`src/rtl/serial_subtractor.sv`:
```
// rtl/serial_subtractor.sv - bit-serial subtractor, LSB first, one borrow flop
//
// Computes {borrow_out, diff} = in0 - in1 - borrow_in, one bit per clock.
// Optional feature macro: OVERFLOW_FLAG_EN (adds the signed overflow output).
//
// Ports:
//   clk, rst_n            clock, asynchronous active-low reset
//   in_valid / in_ready   operand handshake (in_ready high only in IDLE)
//   in0, in1, borrow_in   minuend, subtrahend, incoming borrow
//   out_valid / out_ready result handshake (out_valid high only in DONE)
//   diff, borrow_out      result modulo 2^WIDTH, final borrow
//   overflow              signed overflow flag (OVERFLOW_FLAG_EN only)
module serial_subtractor #(
    parameter int WIDTH = 8
) (
    input  logic             clk,
    input  logic             rst_n,
    input  logic             in_valid,
    output logic             in_ready,
    input  logic [WIDTH-1:0] in0,
    input  logic [WIDTH-1:0] in1,
    input  logic             borrow_in,
    output logic             out_valid,
    input  logic             out_ready,
    output logic [WIDTH-1:0] diff,
    output logic             borrow_out
`ifdef OVERFLOW_FLAG_EN
    ,
    output logic             overflow
`endif
);

    // Counter is at least one bit wide so WIDTH=1 never needs a zero-width vector.
    localparam int CW = (WIDTH > 1) ? $clog2(WIDTH) : 1;
    localparam logic [CW-1:0] LAST = CW'(WIDTH - 1);

    typedef enum logic [1:0] {
        IDLE = 2'd0,
        RUN  = 2'd1,
        DONE = 2'd2
    } state_t;

    state_t state, state_next;

    logic [WIDTH-1:0] in0_sr, in1_sr;
    logic [CW-1:0]    cnt;
    logic             bw;
    logic             a, b, d, bw_next;
    logic [WIDTH-1:0] diff_shifted;
    logic             accept, last;

    assign in_ready  = (state == IDLE);
    assign out_valid = (state == DONE);
    assign accept    = in_valid && in_ready;
    assign last      = (cnt == LAST);

    // One full-subtractor cell working on the current LSBs.
    assign a       = in0_sr[0];
    assign b       = in1_sr[0];
    assign d       = a ^ b ^ bw;
    assign bw_next = (~a & b) | (~(a ^ b) & bw);

    // Result bits enter at the MSB end so the first (LSB) bit ends up at bit 0.
    generate
        if (WIDTH == 1) begin : g_w1
            assign diff_shifted = d;
        end else begin : g_wn
            assign diff_shifted = {d, diff[WIDTH-1:1]};
        end
    endgenerate

    always_ff @(posedge clk or negedge rst_n) begin
        if (!rst_n) begin
            state <= IDLE;
        end else begin
            state <= state_next;
        end
    end

    always_comb begin
        state_next = state;
        case (state)
            IDLE:    if (accept) state_next = RUN;
            RUN:     if (last) state_next = DONE;
            DONE:    if (out_ready) state_next = IDLE;
            default: state_next = IDLE;
        endcase
    end

    always_ff @(posedge clk or negedge rst_n) begin
        if (!rst_n) begin
            in0_sr     <= '0;
            in1_sr     <= '0;
            bw         <= 1'b0;
            cnt        <= '0;
            diff       <= '0;
            borrow_out <= 1'b0;
`ifdef OVERFLOW_FLAG_EN
            overflow   <= 1'b0;
`endif
        end else if (accept) begin
            in0_sr <= in0;
            in1_sr <= in1;
            bw     <= borrow_in;
            cnt    <= '0;
        end else if (state == RUN) begin
            in0_sr <= in0_sr >> 1;
            in1_sr <= in1_sr >> 1;
            bw     <= bw_next;
            diff   <= diff_shifted;
            if (last) begin
                borrow_out <= bw_next;
`ifdef OVERFLOW_FLAG_EN
                // On the last cycle a/b are the operand sign bits and d is the result sign.
                overflow   <= (a != b) && (d != a);
`endif
            end else begin
                cnt <= cnt + CW'(1);
            end
        end
    end

endmodule
```
`config.mk`:
```
export PLATFORM = sky130hd
export DESIGN_NAME = serial_subtractor
export DESIGN_NICKNAME = d
export VERILOG_FILES = /design/src/rtl/serial_subtractor.sv
export SDC_FILE = /design/constraint.sdc
export NUM_CORES = 1
export LEC_CHECK = 0
export ABC_AREA = 0
export CAP_MARGIN = 20
export CORE_ASPECT_RATIO = 1.25
export CORE_MARGIN = 1
export CORE_UTILIZATION = 35
export DETAILED_ROUTE_END_ITERATION = 10
export SKIP_LAST_GASP = 1
export SLEW_MARGIN = 10
export SYNTH_ARGS = -nofsm -noshare
export SYNTH_HDL_FRONTEND = slang
export SYNTH_SLANG_ARGS = --single-unit
```
`constraint.sdc`:
```
create_clock -name clk -period 1.49 [get_ports clk]
set_clock_uncertainty 0.15 [all_clocks]
set_input_delay 0.149 -clock clk [delete_from_list [all_inputs] [get_ports clk]]
set_output_delay 0.149 -clock clk [all_outputs]
set_load 0.005 [all_outputs]
```
# Word level (Yosys, flattened, before mapping)
# Cells that the tools add are included.
[totals]
out_inout_bits = 11
reg_bits = 31
input_bits = 21
[op_classes]
n_eq_ne = 7
n_addsub = 1
n_reduce_logical = 7
muxes = 13
bitwise = 8
[ops]
columns = ["op", "count"]
rows = [
  ["$mux 8", 4],
  ["$mux 3", 3],
  ["$mux 2", 3],
  ["$pmux 2 s3", 1],
  ["$reduce_and 3->1", 2],
  ["$ne 2x1->1 const B", 2],
  ["$ne 2x2->1 const B", 2],
  ["$reduce_and 2->1", 2],
  ["$add 3x1->3 const B", 1],
  ["$eq 3x3->1 const B", 1],
  ["$not 1->1", 3],
  ["$and 1x1->1", 2],
  ["$eq 2x1->1 const B", 1],
  ["$eq 2x2->1 const B", 1],
  ["$logic_not 2->1", 1],
  ["$mux 1", 2],
  ["$reduce_bool 2->1", 1],
  ["$xor 1x1->1", 2],
  ["$logic_and 1x1->1", 1],
  ["$or 1x1->1", 1],
]

# Logic depth before layout (Yosys ltp)
# Gate-level depths: netlist of run 1.
[depth]
word_depth = 6
ltp_mapped = 6
depth_no_buf = 5

# Worst setup path after synthesis of run 1
# Ideal clock, no wire load.
[synth_path]
path_type = "reg-to-reg"
from = "register cnt[0]"
to = "register cnt[1]"
period_less_slack_ns = 1.498
arrival_time_ns = 1.265
slack_ns = -0.008
setup_time_ns = 0.083
n_path_buf = 1
stages_incl_launch_ff = 7
t_required_ns = 1.257
path_cell_list = "dfrtp_1 > ha_1 > ha_1 > clkbuf_1 > nor3b_1 > a21oi_1 > o21ai_0"
[synth_between]
elab_chain_len = 4
word_cells_on_any_way = 7
[synth_lines]
columns = ["element", "line", "rtl"]
rows = [
  ["start: declaration", "46", "logic [CW-1:0] cnt;"],
  ["start signal: assignment", "118", "cnt <= cnt + CW'(1);"],
  ["$add 3x1->3", "118", ""],
  ["$mux 3", "111", "if (last) begin"],
  ["$mux 3", "106", "end else if (state == RUN) begin"],
  ["$mux 3", "101", "end else if (accept) begin"],
]
# Several ways; a longest one is shown, not always the timed one. The select of a mux whose other input is x is not followed.
# A chain may end at the register's enable or synchronous reset.

# Worst setup path in the final report of run 1
[layout_path]
from = "register state[0]"
to = "output out_valid"
[layout_between]
elab_chain_len = 1
[layout_lines]
columns = ["element", "line", "rtl"]
rows = [
  ["start: declaration", "43", "state_t state, state_next;"],
  ["start signal: assignment", "76", "state <= state_next;"],
  ["$eq 2x2->1", "53", "assign out_valid = (state == DONE);"],
  ["end: declaration", "23", "output logic out_valid,"],
]
# No other way between the ends.

==> results.sh, run 1 <==
export IMPL_crit_chain="buf_4 -> inv_2 -> nand2_1 -> inv_1 -> dlygate4sd2_1"
export IMPL_postRouteAntennaNets=0
export IMPL_final_hold_violation_count=0
export IMPL_startpoint_type="register"
export IMPL_clkLatencyLatePin_ns=0.28
export IMPL_fin_util_pct=56.65
export IMPL_clock_sinks=31
export IMPL_vias_per_cell=5.267
export IMPL_cpMaxStageDelayCell="dfrtp_2"
export IMPL_setup_violations=1
export IMPL_grt_pass1_vias=1216
export IMPL_dieArea_mm2=0.004421
export IMPL_grt_max_degree=32
export IMPL_antenna_found_initial=0
export IMPL_die_x_um=59.67
export IMPL_antenna_cells=0
export IMPL_ioPinCount=32
export IMPL_critical_path_arrival_ns=1.25
export IMPL_grt_pass1_wl_um=5499
export IMPL_synthArstFlopShare_pct=100.0
export IMPL_cp_max_fo=4
export IMPL_worst_slack_ns=-0.05620
export IMPL_synthMuxAreaShare_pct=6.449
export IMPL_vias=1264
export IMPL_drc=0
export IMPL_synth_cells=133
export IMPL_clockBufferDepth=2
export IMPL_hp_class="in2async"
export IMPL_synth_commonest_cells="dfrtp_1 (31), o22ai_1 (13), inv_1 (12)"
export IMPL_cts_tree="yes"
export IMPL_gp_congestion=0.7520
export IMPL_wl_per_cell_um=15.35
export IMPL_power_leakage_uw=0.0009870
export IMPL_clk_pin_slew_ns=0.06
export IMPL_worstSetupEndpointType="output pin"
export IMPL_synth_top_family_by_area="compound AO/OA/AOI/OAI gates"
export IMPL_io_buffers=31
export IMPL_status="complete, but fails checks"
export IMPL_h_tree_depth=2
export IMPL_avgSynthCellArea_um2=10.94
export IMPL_max_stage_delay_ns=0.44
export IMPL_ys_types=31
export IMPL_nNetsFinal=209
export IMPL_grt_usage_pct=16.92
export IMPL_yosys_most_used_dff="dfrtp_1"
export IMPL_synth_compound_area_share_pct=22.61
export IMPL_synthAdderAreaFrac_pct=3.095
export IMPL_cp_required_ns=1.19
export IMPL_relSlewSlack_pct=82.82
export IMPL_first_pass_iters=4
export IMPL_worst_ir_drop_vdd_mv=0.8907
export IMPL_synth_fp_nets=157
export IMPL_ctsRootBufferMaster="clkbuf_8"
export IMPL_dpl_worst_slack_ns=-0.2304
export IMPL_cap_viol_max_count=0
export IMPL_synth_top_area_share_pct=53.31
export IMPL_synthSimpleGateAreaFrac_pct=6.965
export IMPL_synth_area_top_cells="dfrtp_1 (53%), o22ai_1 (5.6%), mux2_2 (5.4%)"
export IMPL_synth_edf_count=0
export IMPL_core_mm2=0.003879
export IMPL_drt_iter0_drc=21
export IMPL_grt_setup_unrepaired="yes"
export IMPL_critical_path_class="reg2out"
export IMPL_area_delta_synth_final_pct=50.99
export IMPL_rows=25
export IMPL_max_freq_mhz=646.7
export IMPL_grt_overflow=0
export IMPL_start_util_pct=37.52
export IMPL_drv_slew=0
export IMPL_ys_seq_area_share_pct=53.31
export IMPL_cts_buffers=5
export IMPL_synth_top_cell_by_area="dfrtp_1"
export IMPL_synth_seq_cells=31
export IMPL_p_per_area_mw_per_mm2=1938
export IMPL_worstMarginPinSlew_ns=0.2569
export IMPL_synthXorXnorAreaFrac_pct=0
export IMPL_yosys_warnings=0
export IMPL_violations="setup timing"
export IMPL_dp_hpwl_um=2441
export IMPL_wl_um=3685
export IMPL_die_height_um=74.09
export IMPL_syn_area_mm2=0.001455
export IMPL_fin_crit_sh_pct=103.8
export IMPL_synth_most_common_cell="dfrtp_1"
export IMPL_layout_drive_gt1_share_pct=32.80
export IMPL_fin_crit_ns=1.546
==> placed cells by master, fill, tap and decap left out, types with 2 or more instances in the layout <==
master | netlist | layout
inv_1 | 12 | 12
nand2_1 | 6 | 5
o22ai_1 | 13 | 13
clkbuf_1 | 2 | 2
o21ai_1 | 0 | 3
buf_4 | 3 | 18
a21oi_1 | 10 | 9
o2bb2ai_2 | 0 | 6
nand3b_1 | 2 | 2
nor3b_2 | 0 | 2
dfrtp_1 | 31 | 29
nor2_1 | 5 | 2
buf_6 | 1 | 4
clkbuf_8 | 0 | 5
dfrtp_2 | 0 | 2
nor2_4 | 0 | 3
clkdlybuf4s50_1 | 0 | 27
buf_12 | 0 | 2
o21ai_0 | 6 | 3
dlymetal6s2s_1 | 0 | 3
a2bb2oi_1 | 5 | 5
nand2b_4 | 0 | 2
mux2_2 | 7 | 7
==> power breakdown <==
group	internal, µW	switching, µW	total (µW)	leakage (µW)
Clock	327	302	629	0.0000422
Combinational	1230	842	2080	0.000583
Sequential	1250	301	1550	0.000362
Total	2810	1450	4260	0.000987
==> sequential cells by signal, summed over array words and instances (netlist names) <==
signal,count
diff,8
in0_sr,8
in1_sr,8
cnt,3
state,2
borrow_out,1
bw,1
==> cell families after synthesis <==
kind of cell,Yosys count
adder cells (fa/ha/maj),3
multiplexers,8
buffers and inverters,23
AND/OR/NAND/NOR,20
flip-flops,31
AO/OA/AOI/OAI,48
==> critical path, delay by kind of cell, from the launching register on <==
family	cells	cell delay (ns)
buf+inv	4	0.47
flops	1	0.44
simple gates	1	0.06
==> routing by layer <==
layer / up-vias / wire, µm / track usage (%)
li1: 585 / - / -
met3: 8 / 160 / 5.043
met5: - / 0 / 0
met2: 41 / 2037 / 30.25
met4: 0 / 62 / 5.685
met1: 630 / 1425 / 18.92
==> through the flow <==
stage	hold slack (ns)	std cells	total power (µW)	instance area [µm²]	TNS [ns]
CTS	0.08220	236	4041	2052	-0.2343
detailed placement	0.3436	227	3338	1939	-2.007
global route	0.08719	240	4546	2197	-0.2835
global placement	0.3255	227	3241	1939	-1.309
floorplan	-0.2966	133	2567	1456	0
finish	0.08021	240	4257	2197	-0.05620
==> final cells by class <==
type                            count  area, µm²
Tap cell                           54      67.56
Multi-Input combinational cell     79      684.4
Inverter                           13      48.80
Fill cell                         368       1682
Sequential cell                    31      778.2
Clock inverter                      1      5.005
Timing Repair Buffer               55      536.8
Clock buffer                        7      76.32
==> timing repair <==
item,CTS,global route
buffers inserted,1,5
resized for setup,11,26
cloned,0,0
setup endpoints to repair,11,23
hold buffers,0,0
pin swaps,0,4
==> path summary, 6_finish.rpt <==
kind                                   startpoint                     end  slack, ns  cells after the start
max                          state[0]$_DFFE_PN0P_               out_valid      -0.06                      5
min                                         rst_n     diff[0]$_DFFE_PN0P_       0.08                      2
max reg2reg                  state[1]$_DFFE_PN0P_   in1_sr[6]$_DFFE_PN0P_       0.01                      6
min reg2reg                borrow_out$_DFFE_PN0P_  borrow_out$_DFFE_PN0P_       0.35                      2
max in group asynchronous                   rst_n    state[1]$_DFFE_PN0P_       0.93                      2
min in group clk                           in1[7]   in1_sr[7]$_DFFE_PN0P_       0.27                      3
No activity file was read; power rests on OpenSTA's default activity.
==> run 2, diff against run 1 <==
Settings changed: SKIP_CTS_REPAIR_TIMING set to 1.
==> run 2 against run 1 <==
The run still ends with setup timing left; setup slack got worse by 0.15 ns; final cell count fell by 1.7%; clock power about the same; non-clock buffer count is 4 lower; combinational power down 8%; design area is 4.0% lower; global-route usage down 0.10 points; hold slack hardly changed; register-to-register slack worse by 0.04 ns; largest cell class unchanged.
==> results.sh, run 2 (same netlist as run 1, synthesis figures left out) <==
export IMPL_die_height_um=74.09
export IMPL_h_tree_depth=2
export IMPL_fin_crit_ns=1.699
export IMPL_dp_hpwl_um=2441
export IMPL_cap_viol_max_count=0
export IMPL_io_buffers=31
export IMPL_die_x_um=59.67
export IMPL_status="complete, but fails checks"
export IMPL_fin_util_pct=54.39
export IMPL_cts_tree="yes"
export IMPL_rows=25
export IMPL_critical_path_class="reg2out"
export IMPL_antenna_found_initial=0
export IMPL_critical_path_arrival_ns=1.40
export IMPL_first_pass_iters=6
export IMPL_power_leakage_uw=0.0009484
export IMPL_wl_um=3558
export IMPL_worst_slack_ns=-0.2087
export IMPL_final_cell_mix="dfrtp_1 (29), clkdlybuf4s50_1 (28), buf_4 (17), inv_1 (12), o22ai_1 (12)"
export IMPL_final_hold_violation_count=0
export IMPL_worstSetupEndpointType="output pin"
export IMPL_cts_buffers=5
export IMPL_vias=1227
export IMPL_clockBufferDepth=2
export IMPL_grt_usage_pct=16.82
export IMPL_grt_setup_unrepaired="yes"
export IMPL_drc=0
export IMPL_reg_top3="diff: 8 flops, in0_sr: 8 flops, in1_sr: 8 flops"
export IMPL_relSlewSlack_pct=78.46
export IMPL_start_util_pct=37.52
export IMPL_core_mm2=0.003879
export IMPL_vias_per_cell=5.199
export IMPL_p_total_uw=4099
export IMPL_layout_drive_gt1_share_pct=28.02
export IMPL_wl_per_cell_um=15.08
export IMPL_worst_ir_drop_vdd_mv=0.8376
export IMPL_violations="setup timing"
export IMPL_ioPinCount=32
export IMPL_clkLatencyLatePin_ns=0.28
export IMPL_p_per_area_mw_per_mm2=1943
export IMPL_setup_violations=12
export IMPL_area_delta_synth_final_pct=44.97
export IMPL_drt_iter0_drc=17
export IMPL_fill_cells=383
export IMPL_drv_slew=0
export IMPL_clk_pin_slew_ns=0.06
export IMPL_dieArea_mm2=0.004421
export IMPL_layout_commonest_cell="dfrtp_1"
export IMPL_cp_max_fo=6
export IMPL_fin_crit_sh_pct=114.0
export IMPL_grt_overflow=0
export IMPL_ctsRootBufferMaster="clkbuf_8"
export IMPL_nNetsFinal=205
export IMPL_antenna_cells=0
export IMPL_grt_pass1_vias=1213
export IMPL_grt_pass1_wl_um=5423
export IMPL_startpoint_type="register"
export IMPL_postRouteAntennaNets=0
export IMPL_max_freq_mhz=588.7
export IMPL_clock_sinks=31
export IMPL_worstMarginPinSlew_ns=0.3228
export IMPL_grt_max_degree=32
export IMPL_hp_class="in2async"
export IMPL_cp_required_ns=1.19
export IMPL_gp_congestion=0.7520
-- run 2: changes by cell type in the layout (fill, tap and decap cells not counted), moves of 2 or more --
cell,delta
buf_6,-3
nor2_4,-2
nand2b_4,-2
o2bb2ai_2,-4
nor2_2,+2
o2bb2ai_1,+4
-- run 2: routing by layer --
layer,routed length [µm],part of all wire (%),GRT usage (%)
met5,0,0,0
met4,20,0.56,5.685
met3,143,4.0,5.043
met2,1993,56,30.49
met1,1400,39,18.38
-- run 2: where the power goes --
group	total (µW)	internal, µW	switching, µW	leakage [µW]
registers	1550	1250	299	0.000362
logic	1920	1130	783	0.000544
clock network	632	327	305	0.0000422
total	4100	2710	1390	0.000948
-- run 2: area by class of cell --
cell class / instances / area (µm²) / share of cell area, %
Sequential cell: 31 / 778.2 / 36.89
Multi-Input combinational cell: 79 / 636.9 / 30.19
Timing Repair Buffer: 51 / 496.7 / 23.55
Clock buffer: 7 / 76.32 / 3.618
Tap cell: 54 / 67.56 / 3.203
Inverter: 13 / 48.80 / 2.313
Clock inverter: 1 / 5.005 / 0.2372
-- run 2: worst max-delay path, cell delays in order (launching register included) --
cell and delay (ns):
dfrtp_2 0.46, nor2_4 0.15, clkdlybuf4s50_1 0.51
-- run 2: path summary, 6_finish.rpt --
| kind | from | to | slack [ns] | depth (start not counted) |
|---|---|---|---|---|
| setup / recovery | state[0]$_DFFE_PN0P_ | in_ready | -0.21 | 2 |
| hold / removal | rst_n | diff[0]$_DFFE_PN0P_ | 0.08 | 2 |
| setup reg to reg | state[1]$_DFFE_PN0P_ | diff[6]$_DFFE_PN0P_ | -0.03 | 4 |
| hold reg to reg | in0_sr[7]$_DFFE_PN0P_ | in0_sr[7]$_DFFE_PN0P_ | 0.36 | 1 |
| max in group asynchronous | rst_n | state[1]$_DFFE_PN0P_ | 0.93 | 2 |
| min in group clk | in1[7] | in1_sr[7]$_DFFE_PN0P_ | 0.26 | 3 |
-- run 2: per-stage QoR --
step | std cells | setup TNS [ns] | setup WS [ns] | hold slack, ns | cell area, µm²
after floorplan | 133 | 0 | 0.01808 | -0.2966 | 1456
after global placement | 227 | -1.309 | -0.1544 | 0.3255 | 1939
after detailed placement | 227 | -2.007 | -0.2304 | 0.3436 | 1939
after CTS | 235 | -0.9199 | -0.2943 | 0.08222 | 2021
after global routing | 236 | -1.227 | -0.2572 | 0.08715 | 2110
final | 236 | -0.3039 | -0.2087 | 0.07990 | 2110
